### config.mk
export PLATFORM = sky130hd
export DESIGN_NAME = clock_display_scan
export DESIGN_NICKNAME = d
export VERILOG_FILES = /design/src/rtl/clock_display_scan.sv
export SDC_FILE = /design/constraint.sdc
export NUM_CORES = 1
export LEC_CHECK = 0
export ABC_AREA = 0
export BUFFER_PORTS_ARGS = -buffer_cell sky130_fd_sc_hd__buf_2
export CORE_UTILIZATION = 35
export CTS_BUF_LIST = sky130_fd_sc_hd__clkbuf_8
export DETAILED_ROUTE_END_ITERATION = 10
export PLACE_DENSITY = 0.63
export RECOVER_POWER = 50
export SYNTH_ARGS = -nofsm -noshare
export SYNTH_HDL_FRONTEND = slang
export SYNTH_SLANG_ARGS = --single-unit
export TNS_END_PERCENT = 100
### constraint.sdc
create_clock -name clk -period 3.4 [get_ports clk]
set_input_delay 0.34 -clock clk [delete_from_list [all_inputs] [get_ports clk]]
set_output_delay 0.34 -clock clk [all_outputs]
set_load 0.005 [all_outputs]
### src/rtl/clock_display_scan.sv
// Six-digit multiplexed seven-segment driver for HH:MM:SS. The display reads from a snapshot
// that is refreshed only at the frame wrap, so a carry ripple never shows up half-applied.
module clock_display_scan #(
    parameter int SCAN_DIV     = 1000,
    parameter int BLINK_FRAMES = 64
) (
    input  logic       clk,
    input  logic       clear,
    input  logic [5:0] hours,
    input  logic [5:0] minutes,
    input  logic [5:0] seconds,
    input  logic       adjust,
    input  logic [1:0] adj_sel,
    output logic [5:0] an,
    output logic [6:0] seg,
    output logic       frame
);

    localparam int PW = $clog2(SCAN_DIV);
    localparam int BW = (BLINK_FRAMES > 1) ? $clog2(BLINK_FRAMES) : 1;
    localparam logic [PW-1:0] PRESC_LAST = PW'(SCAN_DIV - 1);
    localparam logic [BW-1:0] BLINK_LAST = BW'(BLINK_FRAMES - 1);

    localparam logic [6:0] GLYPH_DASH = 7'b1000000;
    localparam logic [6:0] GLYPH_ZERO = 7'b0111111;

    logic [PW-1:0] presc;
    logic [2:0]    idx;
    logic [5:0]    snap_h, snap_m, snap_s;
    logic [BW-1:0] blink_cnt;
    logic          blink_phase;

    logic tick, wrap;

    assign tick  = (presc == PRESC_LAST);
    assign wrap  = tick && (idx == 3'd5);
    assign frame = wrap;

    always_ff @(posedge clk or posedge clear) begin
        if (clear) begin
            presc       <= '0;
            idx         <= 3'd0;
            snap_h      <= 6'd0;
            snap_m      <= 6'd0;
            snap_s      <= 6'd0;
            blink_cnt   <= '0;
            blink_phase <= 1'b0;
        end else begin
            presc <= tick ? '0 : presc + PW'(1);
            if (tick)
                idx <= (idx == 3'd5) ? 3'd0 : idx + 3'd1;
            if (wrap) begin
                snap_h <= hours;
                snap_m <= minutes;
                snap_s <= seconds;
                if (blink_cnt == BLINK_LAST) begin
                    blink_cnt   <= '0;
                    blink_phase <= ~blink_phase;
                end else begin
                    blink_cnt <= blink_cnt + BW'(1);
                end
            end
        end
    end

    // Digit pipeline: pick the field for the current index, split to BCD, map to a glyph.
    logic [1:0] field;
    logic [5:0] value;
    logic       legal;
    logic [3:0] tens, ones, digit;
    logic       blank;
    logic [6:0] glyph, seg_next;
    logic [5:0] an_next;

    always_comb begin
        field = idx[2:1];
        case (field)
            2'd0:    begin value = snap_s; legal = (snap_s < 6'd60); end
            2'd1:    begin value = snap_m; legal = (snap_m < 6'd60); end
            default: begin value = snap_h; legal = (snap_h < 6'd24); end
        endcase

        // Values never exceed 63, so a compare chain replaces a divider.
        if      (value >= 6'd60) begin tens = 4'd6; ones = 4'(value - 6'd60); end
        else if (value >= 6'd50) begin tens = 4'd5; ones = 4'(value - 6'd50); end
        else if (value >= 6'd40) begin tens = 4'd4; ones = 4'(value - 6'd40); end
        else if (value >= 6'd30) begin tens = 4'd3; ones = 4'(value - 6'd30); end
        else if (value >= 6'd20) begin tens = 4'd2; ones = 4'(value - 6'd20); end
        else if (value >= 6'd10) begin tens = 4'd1; ones = 4'(value - 6'd10); end
        else                     begin tens = 4'd0; ones = value[3:0];        end

        digit = idx[0] ? tens : ones;

        case (digit)
            4'd0:    glyph = 7'b0111111;
            4'd1:    glyph = 7'b0000110;
            4'd2:    glyph = 7'b1011011;
            4'd3:    glyph = 7'b1001111;
            4'd4:    glyph = 7'b1100110;
            4'd5:    glyph = 7'b1101101;
            4'd6:    glyph = 7'b1111101;
            4'd7:    glyph = 7'b0000111;
            4'd8:    glyph = 7'b1111111;
            default: glyph = 7'b1101111;
        endcase

        blank = adjust && blink_phase && (adj_sel != 2'd3) && (adj_sel == field);

        if (blank)       seg_next = 7'b0000000;
        else if (!legal) seg_next = GLYPH_DASH;
        else             seg_next = glyph;

        an_next = 6'b000001 << idx;
    end

    always_ff @(posedge clk or posedge clear) begin
        if (clear) begin
            an  <= 6'b000001;
            seg <= GLYPH_ZERO;
        end else begin
            an  <= an_next;
            seg <= seg_next;
        end
    end

endmodule

# Word-level counts from Yosys, hierarchy flattened
# Memories as Yosys holds them, arrays and structs flattened.
# Cells that the tools add are included.
[classes] shifts=1 n_bitwise=1 n_reduce_logical=6 multipliers=0 n_addsub=9 eq_ne=6 magnitude_cmp=9 mux=20 div_mod_pow=0
[op_table] cell="$mux W4" count=7
[op_table] cell="$ge A6 B6 Y1 const B" count=3
[op_table] cell="$sub A4 B4 Y4 const B" count=4
[op_table] cell="$mux W7" count=2
[op_table] cell="$ge A6 B5 Y1 const B" count=2
[op_table] cell="$lt A6 B6 Y1 const B" count=2
[op_table] cell="$mux W3" count=4
[op_table] cell="$pmux W6 S2" count=1
[op_table] cell="$add A10 B1 Y10 const B" count=1
[op_table] cell="$eq A10 B10 Y1 const B" count=1
[op_table] cell="$mux W10" count=1
[op_table] cell="$add A6 B1 Y6 const B" count=1
[op_table] cell="$eq A6 B6 Y1 const B" count=1
[op_table] cell="$ge A6 B4 Y1 const B" count=1
[op_table] cell="$lt A6 B5 Y1 const B" count=1
[op_table] cell="$mux W6" count=1
[op_table] cell="$shl A1 B3 Y6 const A" count=1
[op_table] cell="$logic_and A1 B1 Y1" count=4
[op_table] cell="$mux W2" count=2
[op_table] cell="$sub A4 B2 Y4 const B" count=1
[op_table] cell="$sub A4 B3 Y4 const B" count=1
[op_table] cell="$add A3 B1 Y3 const B" count=1
[op_table] cell="$eq A3 B3 Y1 const B" count=1
[op_table] cell="$eq A2 B1 Y1 const B" count=1
[op_table] cell="other kinds (7)" count=7
[word_totals] in_bits=23 rom_bits=112 word_cells=62 n_memories=1 ram_bits=0 latchBits=0 regBits=51 out_inout_bits=14
[memory_table] memory="(no name shown)" words=16 width=7 read_ports=1 rd_ports_with_merged_regs=0 wr=0 line_no="94" text="case (digit)"

# Longest topological paths before layout
# An unclocked memory read counts as a cell.
[logic_depth] word_depth=13 depth_mapped=18 mapped_depth_nobuf=16

# Worst setup path after synthesis
# Ideal clock, no wire load.
[synth_path] kind="flip-flop to flip-flop" from="register idx[1]" to="register seg[4]" setup_slack_ns=-0.129 period_less_slack_ns=3.529 required_ns=3.306 n_path_buf=2 arrival_ns=3.435 setup_time_ns=0.094 path_stages_with_launch=18 cell_sequence="dfrtp_1 buf_6 buf_6 mux2i_1 o21ai_2 ha_1 inv_1 a211oi_1 a311oi_4 nor2_1 a21oi_1 o31a_1 nor3_1 ha_1 inv_1 a2111oi_0 nor2_1 a311oi_1"
[synth_between] elab_chain_cells=13 elab_cells_between_ends=34 cone_classes="add/sub: 6; order compare: 6; eq/ne: 2; mux: 17; reduce/logical: 2; memory: 1"
[synth_rtl] item="start: declaration" line_no="28" text="logic [2:0] idx;"
[synth_rtl] item="start signal: assignment" line_no="51" text="idx <= (idx == 3'd5) ? 3'd0 : idx + 3'd1;"
[synth_rtl] item="$eq A2 B1 Y1 / $logic_not A2 Y1 (equally long branches)" line_no="77" text="case (field)"
[synth_rtl] item="$pmux W6 S2" line_no="77"
[synth_rtl] item="$ge A6 B4 Y1 / $sub A4 B4 Y4 (equally long branches)" line_no="89" text="else if (value >= 6'd10) begin tens = 4'd1; ones = 4'(value - 6'd10); end"
[synth_rtl] item="$mux W4 / $mux W1 (equally long branches)" line_no="89"
[synth_rtl] item="$mux W4 / $mux W2 (equally long branches)" line_no="88" text="else if (value >= 6'd20) begin tens = 4'd2; ones = 4'(value - 6'd20); end"
[synth_rtl] item="$mux W4 / $mux W2 (equally long branches)" line_no="87" text="else if (value >= 6'd30) begin tens = 4'd3; ones = 4'(value - 6'd30); end"
[synth_rtl] item="$mux W4 / $mux W3 (equally long branches)" line_no="86" text="else if (value >= 6'd40) begin tens = 4'd4; ones = 4'(value - 6'd40); end"
[synth_rtl] item="$mux W4 / $mux W3 (equally long branches)" line_no="85" text="else if (value >= 6'd50) begin tens = 4'd5; ones = 4'(value - 6'd50); end"
[synth_rtl] item="$mux W4 / $mux W3 (equally long branches)" line_no="84" text="if (value >= 6'd60) begin tens = 4'd6; ones = 4'(value - 6'd60); end"
[synth_rtl] item="$mux W4" line_no="92" text="digit = idx[0] ? tens : ones;"
[synth_rtl] item="$mem_v2 Z16 W7"
[synth_rtl] item="$mux W7" line_no="110" text="else if (!legal) seg_next = GLYPH_DASH;"
[synth_rtl] item="$mux W7 *" line_no="109" text="if (blank) seg_next = 7'b0000000;"
[synth_rtl] item="via seg_next[4]" line_no="72" text="logic [6:0] glyph, seg_next;"
[synth_rtl] item="end signal: assignment" line_no="122" text="seg <= seg_next;"
[synth_rtl] item="end: declaration" line_no="15" text="output logic [6:0] seg,"
# The timed path passes the listed nets; every way through them passes the cells marked *.
# A chain may end at the register's enable or synchronous reset.

# Final worst setup path
[layout_path] from="register idx[1]" to="register seg[6]"
# The elaborated chain is that of the path after synthesis.

==> metrics.cfg <==
[status]
outcome = finished with violations
failed_checks = max-capacitance violations, max-slew violations

[critical_path]
ff2ff_path_depth = 15
cp.required_ns = 3.63
cp_max_fo = 4
end_kind = register
regToRegStartpoint = idx[1]
r2r_setup_slack_ns = 0.22
critical_path_class = register to register
startpoint_type = register
crit_arrival_ns = 3.40
r2r-end = seg[6]
crit_path_end = seg[6]
worstSetupStartpoint = idx[1]

[power_and_ir_drop]
p_leak_nw = 1.58
p_int_mw = 0.769
power_mw = 1.01
ir_worst_vdd_mv = 0.177
p_comb_share_pct = 2.5
power_density_mw_per_mm2 = 291
switching_share_pct = 24.2
power.share.clock_pct = 37.7
switchingPower_mw = 0.245
p_seq_share_pct = 59.8

[routing]
ant_nets = 0
drcViolationCount = 0
routed_wl_mm = 6.60
num_vias = 2414
vias_per_cell = 5.03
wire_per_inst_um = 13.7
drtIter0Drc = 141
firstDrtPassIters = 4

[floorplan]
initial_core_util_pct = 36.1
coreArea_sq_mm = 0.00818
dieArea_sq_mm = 0.00880
fp.dieH_um = 93.8
dieWidth_um = 93.8
ios = 37
row_count = 33

[placed_design]
gp_congestion = 0.944
dp_hpwl_mm = 4.80
place_ws_ns = 0.0210
io_buffer_count = 36

[layout]
post-route-util_pct = 42.6
nets = 412
areaGrowthSynthToFinish_pct = 17.9
final_common_cell = nand2_1
antenna_cells = 0
layout_common_cells = nand2_1, dfrtp_1, buf_2, nor2_1, buf_4
drive_above_1_share_pct = 25.6
n_fill_cell = 851

[logic_synthesis]
syn_inst = 327
synthAdderAreaFrac_pct = 6.36
yosys_register_bits = 51
synthesis.area_sq_mm = 0.00295
synth_edf_count = 0
async_flop_share_pct = 100
synthMuxAreaShare_pct = 4.15
synthXorXnorAreaFrac_pct = 3.86
synth_seq_area_share_pct = 43.5
synth_compound_gate_area_share_pct = 14.8
synth_fp_nets = 365
yosysWarningCount = 0
ys.flop_type = dfrtp_1
syn_area_per_cell_sq_um = 9.03
synth_top_family_by_area = simple AND/OR/NAND/NOR gates
synth_simple_gate_area_share_pct = 22.9
post_synth_num_cell_types = 54

[clock_tree]
clock_latency_ns = 0.32
cts_setup_buffers = 0
root_buffer = clkbuf_8
clk_path_buf_depth = 2
cts.sinks = 51
cts_tree = yes
ctsHoldBuffers = 0
cts_buffers = 5
htreeDepth = 2
clk_pin_slew_ns = 0.10

[sta]
skew_ns = 0.0101
slew_viol_final = 52
finalSetupViolCount = 0
setup_tns_ns = 0
period_minus_slack_ns = 3.18
max-slew-margin-rel_pct = -24.4
max_freq_mhz = 315
hold_viol_final = 0
worstMarginPinSlew_ns = 1.86
worst_slack_ns = 0.224
timing.final.crit_share_pct = 93.4

[global_route]
grt_max_degree = 52
antenna_found_initial = 0
overflow = 0
grt_pass1_wl_mm = 11.3
first_global_vias = 2314
grt_usage_pct = 16.3

[flow_run]
maxCapViolations = 1

[hold_path]
hold_class = input pin to register

-- flip-flops by register name, summed over array words and instances, names as in the netlist --
register and cells:
idx 3, blink_phase 1, an 6, snap_h 6
snap_m 6, presc 10, blink_cnt 6, snap_s 6
seg 7
-- layout make-up --
type	count	area, sq um	area share [%]
clock buffer	5	68.8	1.98
clock inverter	3	27.5	0.791
inverter	12	47.5	1.37
multi-input combinational	249	1600	45.9
sequential	51	1290	37.0
tap	105	131	3.77
timing repair buffer	55	322	9.24
-- power groups by stage --
stage / Combinational (mW) / Clock, mW / Sequential, mW
finish: 0.0254 / 0.382 / 0.607
global placement: 0.0262 / 0 / 0.618
detailed placement: 0.0268 / 0 / 0.618
global route: 0.0302 / 0.418 / 0.607
floorplan: 0.00989 / 0 / 0.618
CTS: 0.0269 / 0.392 / 0.607
-- cells by family (layout without fill, tap and decap cells) --
family,Yosys count,in the layout
AO/OA/AOI/OAI,59,59
adder cells (fa/ha/maj),15,15
flip-flops,51,51
AND/OR/NAND/NOR,153,153
multiplexers,9,9
XOR/XNOR,13,13
buffers and inverters,27,75
-- per-stage QoR --
step                cells  hold slack, ns  area [sq um]
floorplan             327           0.438          2960
global placement      472           0.469          3330
detailed placement    472           0.463          3330
CTS                   480           0.201          3430
finish                480           0.205          3480
global route          480           0.218          3480
-- cells in the mapped netlist (5+ instances only) --
cell	number	share of area, %
a211oi_1	6	1.5
a21oi_1	8	1.4
and3_1	5	1.1
clkbuf_1	7	0.89
dfrtp_1	44	37
dfstp_2	7	6.2
ha_1	15	6.4
inv_1	10	1.3
nand2_1	85	11
nand3_1	7	1.2
nor2_1	23	2.9
nor3_1	10	1.7
o21ai_0	10	1.7
xnor2_1	7	2.1
xor2_1	6	1.8
-- worst max-delay path: stages, from the launching register on --
cell and delay (ns):
dfrtp_2 0.45, mux2_4 0.32, mux2i_4 0.20, inv_4 0.05, ha_1 0.21, inv_1 0.09, a211oi_2 0.06, a311oi_4 0.30
nand2b_1 0.19, nand2_1 0.07, o22ai_1 0.26, nor3_2 0.11, buf_4 0.16, ha_1 0.16, or2_2 0.28, a31oi_1 0.19
-- routing by layer --
layer  global-route usage [%]  part of all wire [%]  wire length (um)
met5                        0                     0                 0
met4                     4.23                   1.2                78
met3                     2.59                   4.3               285
met2                     25.2                    45              2960
met1                     23.5                    50              3280
-- how the worst min path moves through the flow --
stage,start,to,slack [ns],cells past startpoint
2_1_floorplan,blink_phase,blink_phase,0.44,1
3_3_place_gp,snap_m[0],snap_m[0],0.47,2
3_5_place_dp,snap_m[0],snap_m[0],0.46,2
4_1_cts,seconds[2],snap_s[2],0.20,3
5_1_grt,hours[2],snap_h[2],0.22,3
6_report,seconds[2],snap_s[2],0.20,3
-- timing repair --
| item | CTS | global route |
|---|---|---|
| resized for setup | 1 | 11 |
| setup endpoints to repair | 1 | 6 |
| pin swaps | 0 | 1 |
No activity file was read; power rests on OpenSTA's default activity.
